[config.mk]
export PLATFORM = sky130hd
export DESIGN_NAME = screen_line_fetcher_flat
export DESIGN_NICKNAME = d
export VERILOG_FILES = /design/src/rtl/screen_line_fetcher_if.sv /design/src/rtl/screen_line_fetcher.sv /design/src/flat_wrapper.sv
export SDC_FILE = /design/constraint.sdc
export NUM_CORES = 1
export LEC_CHECK = 0
export CAP_MARGIN = 20
export CORE_MARGIN = 2
export CORE_UTILIZATION = 30
export CTS_CLUSTER_SIZE = 8
export DETAILED_ROUTE_END_ITERATION = 8
export GPL_TIMING_DRIVEN = 1
export PLACE_DENSITY = 0.41
export REMOVE_ABC_BUFFERS = 1
export SYNTH_ARGS = -nofsm -noshare
export SYNTH_HDL_FRONTEND = slang
export SYNTH_SLANG_ARGS = --single-unit
export TNS_END_PERCENT = 1
[constraint.sdc]
create_clock -name clk -period 4.7 [get_ports clk]
set_input_delay 0.705 -clock clk [delete_from_list [all_inputs] [get_ports clk]]
set_output_delay 0.705 -clock clk [all_outputs]
set_load 0.05 [all_outputs]
[src/rtl/screen_line_fetcher_if.sv]
// Fetch control, screen RAM read port and renderer pixel port of the line fetcher.
interface screen_line_fetcher_if;
    localparam int unsigned ADDR_W = 11;
    localparam int unsigned ROW_W  = 5;
    localparam int unsigned DATA_W = 8;

    logic              fetch_start;
    logic [ROW_W-1:0]  fetch_row;
    logic              busy;
    logic              done;
    logic              swap;
    logic              mem_read_en;
    logic [ADDR_W-1:0] mem_read_addr;
    logic [DATA_W-1:0] mem_read_data;
    logic              pix_en;
    logic [ROW_W-1:0]  pix_x;
    logic [DATA_W-1:0] pix_data;
    logic              front_sel;

    modport master (
        output fetch_start, fetch_row, swap, mem_read_data, pix_en, pix_x,
        input  busy, done, mem_read_en, mem_read_addr, pix_data, front_sel
    );

    modport slave (
        input  fetch_start, fetch_row, swap, mem_read_data, pix_en, pix_x,
        output busy, done, mem_read_en, mem_read_addr, pix_data, front_sel
    );
endinterface

[src/rtl/screen_line_fetcher.sv]
// Double-buffered line fetcher: copies one 32-pixel screen row from RAM into the
// back bank while the renderer reads the front bank.
module screen_line_fetcher #(
    parameter logic [10:0] BASE_ADDR = 11'h200
) (
    input logic                   clk,
    input logic                   reset,
    screen_line_fetcher_if.slave  bus
);
    localparam int unsigned ROW_PIXELS = 32;
    localparam int unsigned COL_W      = 5;
    localparam int unsigned ADDR_W     = 11;
    localparam int unsigned DATA_W     = 8;
    localparam logic [COL_W-1:0] LAST_COL = COL_W'(ROW_PIXELS - 1);

    typedef enum logic [1:0] {IDLE, READ, DRAIN, DONE} state_t;

    state_t            state;
    logic [COL_W-1:0]  row;
    logic [COL_W-1:0]  col;
    logic              tgt_bank;
    logic              wr_pending;
    logic [COL_W-1:0]  wr_idx;
    logic [DATA_W-1:0] bank0 [ROW_PIXELS];
    logic [DATA_W-1:0] bank1 [ROW_PIXELS];

    // Control FSM, bank select and renderer read port; all outputs registered.
    always_ff @(posedge clk) begin
        if (reset) begin
            state             <= IDLE;
            row               <= '0;
            col               <= '0;
            tgt_bank          <= 1'b0;
            wr_pending        <= 1'b0;
            wr_idx            <= '0;
            bus.busy          <= 1'b0;
            bus.done          <= 1'b0;
            bus.mem_read_en   <= 1'b0;
            bus.mem_read_addr <= '0;
            bus.front_sel     <= 1'b0;
            bus.pix_data      <= '0;
        end else begin
            // RAM data for the read issued this cycle arrives next cycle.
            wr_pending <= bus.mem_read_en;
            wr_idx     <= col;

            if (bus.swap) begin
                bus.front_sel <= ~bus.front_sel;
            end
            if (bus.pix_en) begin
                bus.pix_data <= bus.front_sel ? bank1[bus.pix_x] : bank0[bus.pix_x];
            end

            case (state)
                IDLE: begin
                    if (bus.fetch_start) begin
                        state             <= READ;
                        row               <= bus.fetch_row;
                        col               <= '0;
                        tgt_bank          <= ~bus.front_sel;
                        bus.busy          <= 1'b1;
                        bus.mem_read_en   <= 1'b1;
                        bus.mem_read_addr <= BASE_ADDR + ADDR_W'({bus.fetch_row, COL_W'(0)});
                    end
                end
                READ: begin
                    col               <= col + COL_W'(1);
                    bus.mem_read_addr <= BASE_ADDR + ADDR_W'({row, COL_W'(col + COL_W'(1))});
                    if (col == LAST_COL) begin
                        state           <= DRAIN;
                        bus.mem_read_en <= 1'b0;
                    end
                end
                DRAIN: begin
                    state    <= DONE;
                    bus.busy <= 1'b0;
                    bus.done <= 1'b1;
                end
                DONE: begin
                    state    <= IDLE;
                    bus.done <= 1'b0;
                end
                default: state <= IDLE;
            endcase
        end
    end

    // Line buffer write port; a reset edge drops the pending write so an aborted
    // fetch leaves the remaining entries untouched.
    always_ff @(posedge clk) begin
        if (!reset && wr_pending) begin
            if (tgt_bank) begin
                bank1[wr_idx] <= bus.mem_read_data;
            end else begin
                bank0[wr_idx] <= bus.mem_read_data;
            end
        end
    end
endmodule

[src/flat_wrapper.sv]
// flat-port wrapper written by rule: the top's interface ports become plain ports
module screen_line_fetcher_flat 
#(
    parameter logic [10:0] BASE_ADDR = 11'h200
)
  (clk, reset, bus_fetch_start, bus_fetch_row, bus_swap, bus_mem_read_data, bus_pix_en, bus_pix_x, bus_busy, bus_done, bus_mem_read_en, bus_mem_read_addr, bus_pix_data, bus_front_sel);
  screen_line_fetcher_if bus_i ();
  input logic clk;
  input logic reset;
  input wire logic [$bits(bus_i.fetch_start)-1:0] bus_fetch_start;
  input wire logic [$bits(bus_i.fetch_row)-1:0] bus_fetch_row;
  input wire logic [$bits(bus_i.swap)-1:0] bus_swap;
  input wire logic [$bits(bus_i.mem_read_data)-1:0] bus_mem_read_data;
  input wire logic [$bits(bus_i.pix_en)-1:0] bus_pix_en;
  input wire logic [$bits(bus_i.pix_x)-1:0] bus_pix_x;
  output wire logic [$bits(bus_i.busy)-1:0] bus_busy;
  output wire logic [$bits(bus_i.done)-1:0] bus_done;
  output wire logic [$bits(bus_i.mem_read_en)-1:0] bus_mem_read_en;
  output wire logic [$bits(bus_i.mem_read_addr)-1:0] bus_mem_read_addr;
  output wire logic [$bits(bus_i.pix_data)-1:0] bus_pix_data;
  output wire logic [$bits(bus_i.front_sel)-1:0] bus_front_sel;
  assign bus_i.fetch_start = bus_fetch_start;
  assign bus_i.fetch_row = bus_fetch_row;
  assign bus_i.swap = bus_swap;
  assign bus_i.mem_read_data = bus_mem_read_data;
  assign bus_i.pix_en = bus_pix_en;
  assign bus_i.pix_x = bus_pix_x;
  assign bus_busy = bus_i.busy;
  assign bus_done = bus_i.done;
  assign bus_mem_read_en = bus_i.mem_read_en;
  assign bus_mem_read_addr = bus_i.mem_read_addr;
  assign bus_pix_data = bus_i.pix_data;
  assign bus_front_sel = bus_i.front_sel;
  screen_line_fetcher #(.BASE_ADDR(BASE_ADDR)) u_core (.clk(clk), .reset(reset), .bus(bus_i));
endmodule
==> reports/results.txt <==
outcome -> completed
Skew-Pair Late Insertion Delay -> 0.61 ns
Core Util, Final -> 35.7%
CP Data Required Time -> 5.18 ns
Tcrit/Tclk final -> 66.3%
final setup vio count -> 0
Row Count -> 97
PwrDens -> 463 mW/mm^2
Post-CTS Setup Inserts -> 0
static leakage -> 8.13 nW
CTS tree -> yes
GR Overflow Total -> 0
register area share after synthesis -> 75.6%
initial antenna violation count -> 2
Worst EP arrival -> 3.59 ns
ANT cells -> 0
Syn Area/Cell -> 18.3 um^2
Critical-path top delay cell -> nor2b_2
top cell type's share of synthesized area -> 72.1%
critical path peak fanout -> 17
max-slew violations -> 0
# resized after CTS -> 0
Die Wd -> 271 um
Total Power -> 11.6 mW
Post-Synthesis Cells -> 1,163
CTS buffer count -> 78
quantity of hold-fixing buffers added after cts -> 0
Yosys reg bits -> 549
area leader, netlist -> edfxtp_1
CP endpoint kind -> flip-flop
Final Hold Vio Count -> 0
H-tree Lvls -> 3
synth unique cells -> 34
Root Buffer -> clkbuf_16
drt initial violations -> 904
first-pass GRT wire length -> 85,300 um
vias in the first global route -> 11,600
peak supply drop -> 0.280 mV
share of cells above drive strength 1 -> 14.3%
post-route ant nets -> 0
Final HPWL DP -> 36,800 um
input/output buffers -> 45
final wirelength -> 59,100 um
CP Cell Sequence -> clkdlybuf4s50_1 -> nor2b_2 -> buf_4 -> a22oi_1 -> nand3_1 -> nand4_1 -> a221o_1
I/O pin count -> 46
post-route clock skew -> 0.0221 ns
Starting Density -> 30.4%
Avg Vias per Cell -> 4.93
Clock Sinks -> 549
CP max stage delay -> 0.85 ns
worst-margin pin slew -> 0.979 ns
clk slew on worst S/H paths -> 0.05 ns
max-cap violations -> 0
critical path launch point type -> primary input
fin crit period -> 3.12 ns
final net count -> 1,281
combinational family with the most area after synthesis -> multiplexers
Die Height -> 271 um
Core Area -> 0.0701 mm^2
Slew headroom -> 34.5%
Max Root-Sink Buffers -> 3
largest net degree at the start of global routing -> 65
GRT Util Overall -> 16.2%
average routed wire per standard cell -> 26.4 um
Synth Area in XOR/XNOR -> 0.0411%
Syn Std Cell Area -> 0.0213 mm^2
worst min path class -> reg -> reg
Adder-Cell Fraction of Synth Area -> 0.352%
RSZ-0062 raised after global routing -> false
Pre-antenna DRT Iters -> 5
area grow syn2layout -> 17.7%
RD Place Congestion -> 0.760
Fin Setup TNS -> 0 ns
kind of critical path -> in -> reg
Syn. warnings -> 0
DRC viols -> 0
post-synthesis mux area share -> 13.2%
largest cells by area after synthesis -> edfxtp_1 72%, mux2i_1 6.3%, mux4_2 5.7%, dfxtp_1 3.5%, a22oi_1 3.5%
total die area -> 0.0732 mm^2
Compound-Gate Fraction of Synth Area -> 4.38%
vias post-DR -> 11,100
Synth Area in Simple Gates -> 4.74%
maximum clock frequency -> 321 MHz
[placed cells by master, fill, tap and decap left out, types with 2 or more instances in the layout]
cell	instances
edfxtp_1	512
mux2i_1	134
a22oi_1	98
nor2_1	95
clkbuf_16	81
mux4_2	54
clkbuf_1	45
dfxtp_1	37
nand3_1	36
clkdlybuf4s50_1	35
buf_4	28
nand2_1	24
nand4_1	16
nor2b_1	10
nor3b_1	10
mux4_1	10
a21oi_1	9
buf_2	9
a221o_1	8
a211oi_1	6
ha_1	6
inv_1	4
nor3_1	4
inv_6	4
and3_1	3
nand3b_1	3
buf_12	3
and3b_1	2
or3b_2	2
nor2b_2	2
and2_1	2
a32oi_1	2
[layout make-up]
| type | count | area [um^2] |
|---|---|---|
| fillers | 6694 | 45100 |
| clock inverters | 4 | 35.0 |
| multi-input cells | 543 | 4860 |
| well taps | 940 | 1180 |
| flip-flops and latches | 549 | 16100 |
| clock buffers | 126 | 2200 |
| inverters | 4 | 15.0 |
| repair buffers | 76 | 681 |
[path summary, 6_finish.rpt]
check	from	to	slack (ns)	cells after the start
setup / recovery	bus_pix_x[3]	u_core.bus.pix_data[5]	1.58	7
hold / removal	u_core.row[1]	u_core.row[1]	0.46	2
setup reg to reg	u_core.wr_pending	u_core.bank0[30][6]	2.23	4
hold reg to reg	u_core.row[1]	u_core.row[1]	0.46	2
[where the power goes]
part           internal (mW)  switching [mW]  total (mW)
Clock                   3.16            2.03        5.19
Sequential              5.42          0.0654        5.49
Combinational          0.308           0.639       0.947
Total                   8.89            2.73        11.6
[state kept, by name, summed over array words and instances, names as in the netlist]
signal and count:
u_core.bank0 256, u_core.bank1 256, u_core.bus.pix_data 8, u_core.bus.mem_read_addr 7
u_core.row 5, u_core.wr_idx 5, u_core.col 4, u_core.state 2
u_core.bus.busy 1, u_core.bus.done 1, u_core.bus.front_sel 1, u_core.bus.mem_read_en 1
u_core.tgt_bank 1, u_core.wr_pending 1
[routing by layer]
layer / vias to the layer above / global-route usage (%) / wire, um
met5: - / 0 / 0
met4: 0 / 3.94 / 1070
met3: 79 / 3.51 / 2910
met2: 282 / 25.0 / 27100
met1: 5802 / 23.2 / 28100
li1: 4888 / - / -
[cells in the mapped netlist (all sizes together)]
library cell / n
edfxtp: 512
or3: 1
xnor2: 1
a32oi: 2
inv: 4
nand2b: 1
nor3b: 11
a211oi: 6
nand3: 36
nand4: 16
a221o: 8
and3b: 2
buf: 37
ha: 6
a21oi: 9
mux4: 64
nor2: 96
o21ai: 2
nor2b: 12
nand3b: 3
nand2: 24
clkbuf: 30
or3b: 2
mux2i: 134
a22oi: 98
and3: 3
nor3: 4
and2: 2
dfxtp: 37
[worst max-delay path, delay by kind of cell]
family                 cells  cell delay (ns)
buffers and inverters      2             1.03
AOI/OAI and AO/OA          2             0.52
and+or+nand+nor            3             1.32
[kinds of logic (layout without fill, tap and decap cells)]
| logic type | after synthesis | count (layout) |
|---|---|---|
| XOR/XNOR | 1 | 1 |
| AO/OA/AOI/OAI | 125 | 125 |
| AND/OR/NAND/NOR | 213 | 213 |
| adder cells (fa/ha/maj) | 6 | 6 |
| buffers and inverters | 71 | 210 |
| multiplexers | 198 | 198 |
| flip-flops | 549 | 549 |
[per-stage QoR]
stage	setup WS, ns	std cells	hold slack, ns	area (um^2)
finish	1.58	2242	0.462	25100
global route	1.49	2242	0.490	25100
CTS	1.63	2242	0.465	25100
detailed placement	0.983	2112	0.457	22800
global placement	0.575	2110	0.444	22800
floorplan	2.02	1096	0.430	21000
Power figures use the tool's default switching activity.
==> RTL edit, RTL diff (same settings) <==
Re-encode `state_t` (4 states) as Gray code, 2 bits wide.
--- a/src/rtl/screen_line_fetcher.sv
+++ b/src/rtl/screen_line_fetcher.sv
@@ -15,3 +15,3 @@
 
-    typedef enum logic [1:0] {IDLE, READ, DRAIN, DONE} state_t;
+    typedef enum logic [1:0] {IDLE = 2'b00, READ = 2'b01, DRAIN = 2'b11, DONE = 2'b10} state_t;
 
Check against the original RTL: no difference found for any inputs over 4 cycles, from zero or initial values and one cycle with reset high; so few cycles prove little.
==> RTL edit against the original RTL <==
Register-to-register slack lost 340 ps. Final cell count down 0.62%. Largest cell class unchanged. Critical endpoint is now u_core.bank1[24][3]. Sequential power is 2% lower. Total power fell by 4.5%. Setup slack worse by 14 ps. Sequential cell count did not move. Via count shrank 0.86%. Critical path depth fell by 3. Critical path type unchanged. First-iteration DRC count is 13% higher. Cell area about the same. Routed wire length down 3.9%. Area after synthesis fell by 0.19%.
==> RTL edit: results (changes against the original RTL) <==
| Item | Reported | Change |
| --- | --- | --- |
| Post-route clock skew | 25.1 ps | +2.95 ps |
| Peak supply drop | 0.000252 V | -10% |
| RePlAce Congestion | 0.819 | +7.7% |
| Slowest stage cell on the critical path | sky130_fd_sc_hd__nor2_1 |  |
| Antenna violations before repair | 0 | -2 |
| Crit path arrival time | 3360 ps | -230 ps |
| Met2 capacity usage during global routing | 0.230 | -0.0197 |
| Area taken by multi-input logic gates | 4830 um2 | -0.59% |
| Average instance area after synthesis | 18.4 um2 | +0.33% |
| Share of cells above drive strength 1 | 0.151 | +0.00776 |
| Outcome | complete, no violations |  |
| Unique cell type count in the Yosys netlist | 35 | +2.9% |
| Amount of wire on met3 after detailed routing | 3290 um | +13% |
| Portion of the layout cell area used by clock cells | 0.0879 | -0.00110 |
| Initial detailed-routing violation count | 1023 | +13% |
| Highest fanout seen on the critical path | 8 | -9 |
| Detail Route met2 WL | 25100 um | -7.2% |
| Largest stage delay on the critical path | 790 ps | -60 ps |
| Relative area of non-clock buffer cells in the final design | 0.0293 | +0.00211 |
| Global-route wire length before repair | 81700 um | -4.2% |
| Non-filler instance count after layout | 2228 | -0.62% |
| Internal power of the cells | 8.70 mW | -2.1% |
| Via count of the first global-routing pass | 11200 | -3.6% |
| Global routing met3 resource utilization | 0.0330 | -0.00207 |
| M1 GR Usage | 0.228 | -0.00419 |
| Layout clock buffer count | 112 | -11% |
| Total routing usage reported by global routing | 0.156 | -0.00637 |
| Remaining max-slew budget at the tightest pin | 0.259 | -0.0860 |
| Leakage power | 8.13 nW | +0.11% |
| Sum of net half-perimeters after detailed placement | 34700 um | -5.7% |
## RTL edit: cell count changes after synthesis, sizes merged
| cell | delta |
|---|---|
| nor2b | +5 |
| inv | -2 |
| nor2 | +5 |
| nor3b | +1 |
| a41oi | +1 |
| a32oi | -2 |
| ha | -4 |
| mux2i | +2 |
| a211oi | -4 |
| and3 | -1 |
| mux2 | +1 |
| a311oi | +1 |
| nand2 | -10 |
| buf | +1 |
## RTL edit: path summary, 6_finish.rpt
path	startpoint	end	slack, ps	cells after the start
min reg2reg	u_core.bus.mem_read_addr[9]	u_core.bus.mem_read_addr[9]	480	2
max reg2reg	u_core.wr_pending	u_core.bank1[24][3]	1890	3
min	bus_mem_read_data[2]	u_core.bank1[18][2]	320	1
max	reset	u_core.bank1[24][3]	1570	4
## RTL edit: power groups by stage
| stage | logic [mW] | registers (mW) | clock network, mW |
|---|---|---|---|
| after floorplan | 0.197 | 5.53 | 0 |
| after global placement | 0.566 | 5.49 | 0 |
| after detailed placement | 0.568 | 5.49 | 0 |
| after CTS | 0.568 | 5.40 | 5.28 |
| after global routing | 0.597 | 5.39 | 5.46 |
| final | 0.556 | 5.40 | 5.15 |
## RTL edit: cells by family after synthesis
kind of cell               count (synthesis)  share of synthesized area
DFF                                      549                      0.758
and+or+nand+nor                          213                     0.0481
muxes                                    201                      0.134
AOI/OAI and AO/OA                        121                     0.0425
buffers and inverters                     70                     0.0162
adders and majority gates                  2                    0.00118
xor gates and xnor gates                   1                   0.000412
## RTL edit: stage by stage
stage | worst slack (ps) | instance area [um2] | utilization
3_3_place_gp | 1030 | 22900 | 0.326
5_1_grt | 1400 | 25100 | 0.357
3_5_place_dp | 1010 | 22900 | 0.326
4_1_cts | 1640 | 25100 | 0.357
2_1_floorplan | 2020 | 20900 | -
6_report | 1570 | 25100 | 0.357
